`config.mk`:
```
export PLATFORM = sky130hd
export DESIGN_NAME = gf_dot_acc
export DESIGN_NICKNAME = d
export VERILOG_FILES = /design/src/rtl/gf_dot_acc.sv
export SDC_FILE = /design/constraint.sdc
export NUM_CORES = 1
export LEC_CHECK = 0
export ABC_CLOCK_PERIOD_IN_PS = 2410
export BUFFER_PORTS_ARGS = -buffer_cell sky130_fd_sc_hd__buf_2
export CORE_ASPECT_RATIO = 1.1
export CORE_MARGIN = 2
export CORE_UTILIZATION = 45
export CTS_BUF_LIST = sky130_fd_sc_hd__clkbuf_16
export DETAILED_ROUTE_END_ITERATION = 16
export PLACE_DENSITY = 0.7
export SLEW_MARGIN = 0
export SYNTH_ARGS = -nofsm -noshare
export SYNTH_HDL_FRONTEND = slang
export SYNTH_SLANG_ARGS = --single-unit
```
`constraint.sdc`:
```
create_clock -name clk -period 2.41 [get_ports clk]
set_input_delay 0.3615 -clock clk [delete_from_list [all_inputs] [get_ports clk]]
set_output_delay 0.3615 -clock clk [all_outputs]
set_load 0.01 [all_outputs]
```
`src/rtl/gf_dot_acc.sv`:
```
// gf_dot_acc: GF(2^8) dot-product accumulator (polynomial 0x11D).
//
// Reads len element pairs from two external operand memories (one pair per cycle, read data
// returns one cycle after rd_en) and produces the XOR-sum of their GF(2^8) products. Each pair
// goes through a registered gf_mul (2-cycle multiply), so the result appears len+4 cycles after
// the accepted start (1 cycle for len==0).
//
// Optional feature: define GF_DOT_SEED_EN to add the seed input; the accumulator then starts
// from seed instead of 0x00.
//
// gf_mul ports:
//   clk, rst_n        clock, async active-low reset
//   valid_i           input operands valid
//   a_i, b_i [7:0]    operands
//   p_o [7:0]         product (REG_IN + REG_OUT cycles after the operands)
//   done_o            valid_i delayed to line up with p_o
//
// gf_dot_acc ports:
//   clk, rst_n              clock, async active-low reset
//   start, len              request a dot product of len pairs (accepted only when idle)
//   seed [7:0]              accumulator start value (GF_DOT_SEED_EN only)
//   rd_en, rd_addr          operand read strobe and element index
//   rd_data_a, rd_data_b    operand data, valid one cycle after rd_en
//   busy                    high whenever not idle
//   result [7:0]            dot-product result, held until the next accepted start
//   done                    one-cycle pulse when result is updated

module gf_mul #(
  parameter bit REG_IN  = 1'b1,
  parameter bit REG_OUT = 1'b1
) (
  input  logic       clk,
  input  logic       rst_n,
  input  logic       valid_i,
  input  logic [7:0] a_i,
  input  logic [7:0] b_i,
  output logic [7:0] p_o,
  output logic       done_o
);

  logic [7:0] a_s, b_s, p_c;
  logic       v_s;

  if (REG_IN) begin : g_reg_in
    logic [7:0] a_q, b_q;
    logic       v_q;
    always_ff @(posedge clk or negedge rst_n) begin
      if (!rst_n) begin
        a_q <= '0;
        b_q <= '0;
        v_q <= 1'b0;
      end else begin
        a_q <= a_i;
        b_q <= b_i;
        v_q <= valid_i;
      end
    end
    assign a_s = a_q;
    assign b_s = b_q;
    assign v_s = v_q;
  end else begin : g_comb_in
    assign a_s = a_i;
    assign b_s = b_i;
    assign v_s = valid_i;
  end

  // Shift-and-add multiply, reducing a by x^8 = x^4+x^3+x^2+1 at every shift.
  always_comb begin
    logic [7:0] aa;
    p_c = '0;
    aa  = a_s;
    for (int i = 0; i < 8; i++) begin
      if (b_s[i]) p_c = p_c ^ aa;
      aa = {aa[6:0], 1'b0} ^ (aa[7] ? 8'h1D : 8'h00);
    end
  end

  if (REG_OUT) begin : g_reg_out
    logic [7:0] p_q;
    logic       d_q;
    always_ff @(posedge clk or negedge rst_n) begin
      if (!rst_n) begin
        p_q <= '0;
        d_q <= 1'b0;
      end else begin
        p_q <= p_c;
        d_q <= v_s;
      end
    end
    assign p_o    = p_q;
    assign done_o = d_q;
  end else begin : g_comb_out
    assign p_o    = p_c;
    assign done_o = v_s;
  end

endmodule

module gf_dot_acc #(
  parameter int unsigned LEN_WIDTH  = 8,
  parameter int unsigned ADDR_WIDTH = 8
) (
  input  logic                  clk,
  input  logic                  rst_n,
  input  logic                  start,
  input  logic [LEN_WIDTH-1:0]  len,
`ifdef GF_DOT_SEED_EN
  input  logic [7:0]            seed,
`endif
  output logic                  rd_en,
  output logic [ADDR_WIDTH-1:0] rd_addr,
  input  logic [7:0]            rd_data_a,
  input  logic [7:0]            rd_data_b,
  output logic                  busy,
  output logic [7:0]            result,
  output logic                  done
);

  typedef enum logic [1:0] {StIdle, StRead, StDrain, StFin} state_e;

  state_e               state_q, state_d;
  logic [LEN_WIDTH-1:0] len_q, len_d;
  logic [LEN_WIDTH-1:0] idx_q, idx_d;
  // [0]: operands on the read bus, [1]: in gf_mul input regs, [2]: product at gf_mul output
  logic [2:0]           vld_q, vld_d;
  logic [7:0]           acc_q, acc_d;
  logic [7:0]           result_q, result_d;
  logic [7:0]           prod;
  logic [7:0]           seed_val;
  logic                 mul_done_unused;

`ifdef GF_DOT_SEED_EN
  assign seed_val = seed;
`else
  assign seed_val = 8'h00;
`endif

  // The pipeline valid comes from vld_q; gf_mul's own done is left unconnected on purpose so
  // that reset of this block alone decides which products are accumulated.
  gf_mul #(
    .REG_IN  (1'b1),
    .REG_OUT (1'b1)
  ) u_gf_mul (
    .clk     (clk),
    .rst_n   (rst_n),
    .valid_i (vld_q[0]),
    .a_i     (rd_data_a),
    .b_i     (rd_data_b),
    .p_o     (prod),
    .done_o  (mul_done_unused)
  );

  always_comb begin
    state_d  = state_q;
    len_d    = len_q;
    idx_d    = idx_q;
    acc_d    = acc_q;
    result_d = result_q;
    vld_d    = {vld_q[1:0], (state_q == StRead)};

    if (vld_q[2]) acc_d = acc_q ^ prod;

    case (state_q)
      StIdle: begin
        if (start) begin
          len_d   = len;
          idx_d   = '0;
          acc_d   = seed_val;
          state_d = (len == '0) ? StFin : StRead;
        end
      end
      StRead: begin
        idx_d = idx_q + 1'b1;
        if (idx_q == len_q - 1'b1) state_d = StDrain;
      end
      StDrain: begin
        // The product in stage 2 is folded in on this edge, so only stages 0/1 must be empty.
        if (vld_q[1:0] == 2'b00) state_d = StFin;
      end
      StFin: state_d = StIdle;
      default: state_d = StIdle;
    endcase

    // Latch the final sum as FIN is entered so result only changes alongside done.
    if (state_d == StFin && state_q != StFin) result_d = acc_d;
  end

  always_ff @(posedge clk or negedge rst_n) begin
    if (!rst_n) begin
      state_q  <= StIdle;
      len_q    <= '0;
      idx_q    <= '0;
      vld_q    <= '0;
      acc_q    <= '0;
      result_q <= '0;
    end else begin
      state_q  <= state_d;
      len_q    <= len_d;
      idx_q    <= idx_d;
      vld_q    <= vld_d;
      acc_q    <= acc_d;
      result_q <= result_d;
    end
  end

  assign rd_en   = (state_q == StRead);
  assign rd_addr = rd_en ? ADDR_WIDTH'(idx_q) : '0;
  assign busy    = (state_q != StIdle);
  assign done    = (state_q == StFin);
  assign result  = result_q;

endmodule

```
==> results.cfg <==
[outcome]
status = complete, no violations

[sta]
fin_setup_tns_ps = 0
fmax_mhz = 452
rsz0062_at_grt = false
period_share_pct = 91.8
min_period_ps = 2210
hold_violations = 0
setup_violations = 0
maxSlewHeadroom_pct = 60.3
slew_violations = 0
worst_pin_slew_ps = 595
clock-skew-final_ps = 4.92

[yosys]
synth.avg_cell_area_um2 = 9.66
synth_edf_count = 0
synth_area_leaders = dfrtp_1, xnor2_1, nand2_1
synth_top_area_share_pct = 41.4
ys_ff_latch = 61
async_reset_ff_share_pct = 100
synth-seq-area-share_pct = 41.4
syn_nets = 411
ys_warn_count = 0
synth-main-ff-cell = dfrtp_1
syn_area_um2 = 3690
syn_inst = 382
yosysTopAreaCell = dfrtp_1
synth_cell_types = 45

[setup_path]
rrSetupSlack_ps = 290
timing.rr.end = u_gf_mul.p_o[4]
cp-end-kind = primary output
rr_worst_depth = 5
crit_type = reg2out
critPathArrivalTime_ps = 1850
cp_data_required_time_ps = 2050
cp_max_fo = 17
crit-reg2reg-launch = u_gf_mul.a_s[6]
worst_setup_path_start_kind = flop

[die]
dieArea_um2 = 8940
initial_utilization_pct = 46.4
core_area_um2 = 7960
core.rowCount = 34
io_pins = 46
die_width_um = 90.3
die_h_um = 99.0

[global_route]
grt_pass1_vias = 2808
grt_overflow = 0
grt_max_degree = 38
grt_pass1_wl_um = 13400
grt_util_met3_pct = 5.66
use_met2_pct = 33.1
track_usage_pct = 19.0
grt-busiest-layer = met2
antenna_found_initial = 0
use_met1_pct = 22.6

[clocking]
cts_buffers = 9
cts.sinks = 61
cts-resized-gates = 0
postCtsSetupBuffers = 0
hold_buffers = 0
clockBufferDepth = 2
h-tree-depth = 3
cts_tree = yes
root_buffer = clkbuf_16
clock_latency_ps = 320
cts.clk_slew.worst_paths_ps = 50

[layout]
drive_above_1_share_pct = 19.5
fillers = 709
final_nets = 454
multi_input_area_um2 = 2030
seq_area_um2 = 1530
antenna_cells = 0
fin_util_pct = 54.5
layout_common_cells = nand2_1, dfrtp_1, xnor2_1, buf_2, xor2_1
final_cell_count_no_fill = 538
layout_commonest_cell = nand2_1
syn_to_final_growth_pct = 17.4

[route]
via_per_inst = 5.13
dr_total_vias = 2759
first_pass_iters = 4
drc = 0
ant_nets = 0
wl_per_cell_um = 14.4
drtIter0Drc = 183
wl_um = 7760

[placed_design]
dp_cells = 522
dpl.hpwl_um = 5650
place.gp.congestion = 0.899
place.port_buffers = 45

[flow_run]
drv_cap = 0

[power_and_ir_drop]
peakVddDrop_v = 0.000450
power_density_nw_per_um2 = 1060
leakage_nw = 2.03

[worst_hold_path]
hold_class = in2async
-- power breakdown --
part | switching [W] | internal, W
combinational | 0.000835 | 0.000786
clock | 0.000463 | 0.000804
sequential | 0.000312 | 0.00138
total | 0.00161 | 0.00297
-- worst max path at each step --
stage / from / to / slack [ps] / depth (start not counted)
final: state_q[1] / rd_addr[4] / 200 / 4
after global routing: state_q[1] / rd_addr[4] / 30 / 4
after CTS: state_q[1] / rd_addr[4] / 180 / 4
after detailed placement: len[3] / result[3] / 200 / 5
after global placement: len[3] / result[7] / 250 / 5
after floorplan: len[3] / result[0] / 480 / 5
-- worst max-delay path, cell delays in order (launching register included) --
cell and delay (ps):
dfrtp_1 440, nand2b_1 320, inv_1 410, and2_1 210
buf_2 130
-- sequential cells by signal, indices dropped and copies added (netlist names) --
name,cells
idx_q,8
len_q,8
acc_q,8
u_gf_mul.b_s,8
u_gf_mul.p_o,8
u_gf_mul.a_s,8
result,8
vld_q,3
state_q,2
-- synth_stat cells (2+ instances only) --
cell type / count
ha_1: 2
clkbuf_1: 12
mux2_2: 9
xor2_1: 27
dfrtp_1: 61
o21ai_0: 17
nor3_1: 2
and2_1: 9
xnor2_1: 45
buf_2: 7
a21o_1: 2
o2bb2ai_1: 2
or3_1: 2
or4_1: 2
or2_2: 2
a21oi_1: 8
o211ai_1: 5
and3_1: 2
nand3_1: 7
xor3_1: 4
nand2_1: 82
nor2_1: 20
mux2i_1: 5
inv_1: 10
nand2b_1: 7
nor3b_1: 3
xnor3_1: 8
buf_4: 2
or3b_2: 2
-- per-stage QoR --
| step | setup slack [ps] | total power (W) | area (µm²) | hold WS [ps] |
|---|---|---|---|---|
| 2_1_floorplan | 482 | 0.00286 | 3690 | 65.9 |
| 3_3_place_gp | 248 | 0.00327 | 4030 | 363 |
| 3_5_place_dp | 204 | 0.00333 | 4030 | 365 |
| 4_1_cts | 177 | 0.00464 | 4330 | 49.3 |
| 5_1_grt | 29.6 | 0.00495 | 4330 | 69.3 |
| 6_report | 197 | 0.00458 | 4330 | 34.9 |
-- routing by layer --
layer	vias up	wire length, µm	share of wire (%)
met3	12	398	5.1
met2	81	3970	51
met5	-	0	0
met4	0	127	1.6
li1	1334	-	-
met1	1332	3270	42
-- logic make-up (layout without fill, tap and decap cells) --
logic type / Yosys count / count (layout) / share of synthesized area [%]
compound gates: 45 / 45 / 7.67
xor+xnor: 85 / 85 / 25.0
fa+ha+maj: 2 / 2 / 0.678
buf+inv: 31 / 79 / 3.60
flops: 61 / 61 / 41.4
mux: 14 / 14 / 4.10
simple gates: 144 / 144 / 17.6
-- layout make-up --
| type | count | area share [%] |
|---|---|---|
| Clock buffer | 9 | 5.20 |
| Clock inverter | 7 | 1.73 |
| Inverter | 10 | 0.867 |
| Multi-Input combinational cell | 290 | 47.0 |
| Sequential cell | 61 | 35.2 |
| Tap cell | 108 | 3.12 |
| Timing Repair Buffer | 53 | 6.87 |
No activity file was read; power rests on OpenSTA's default activity.
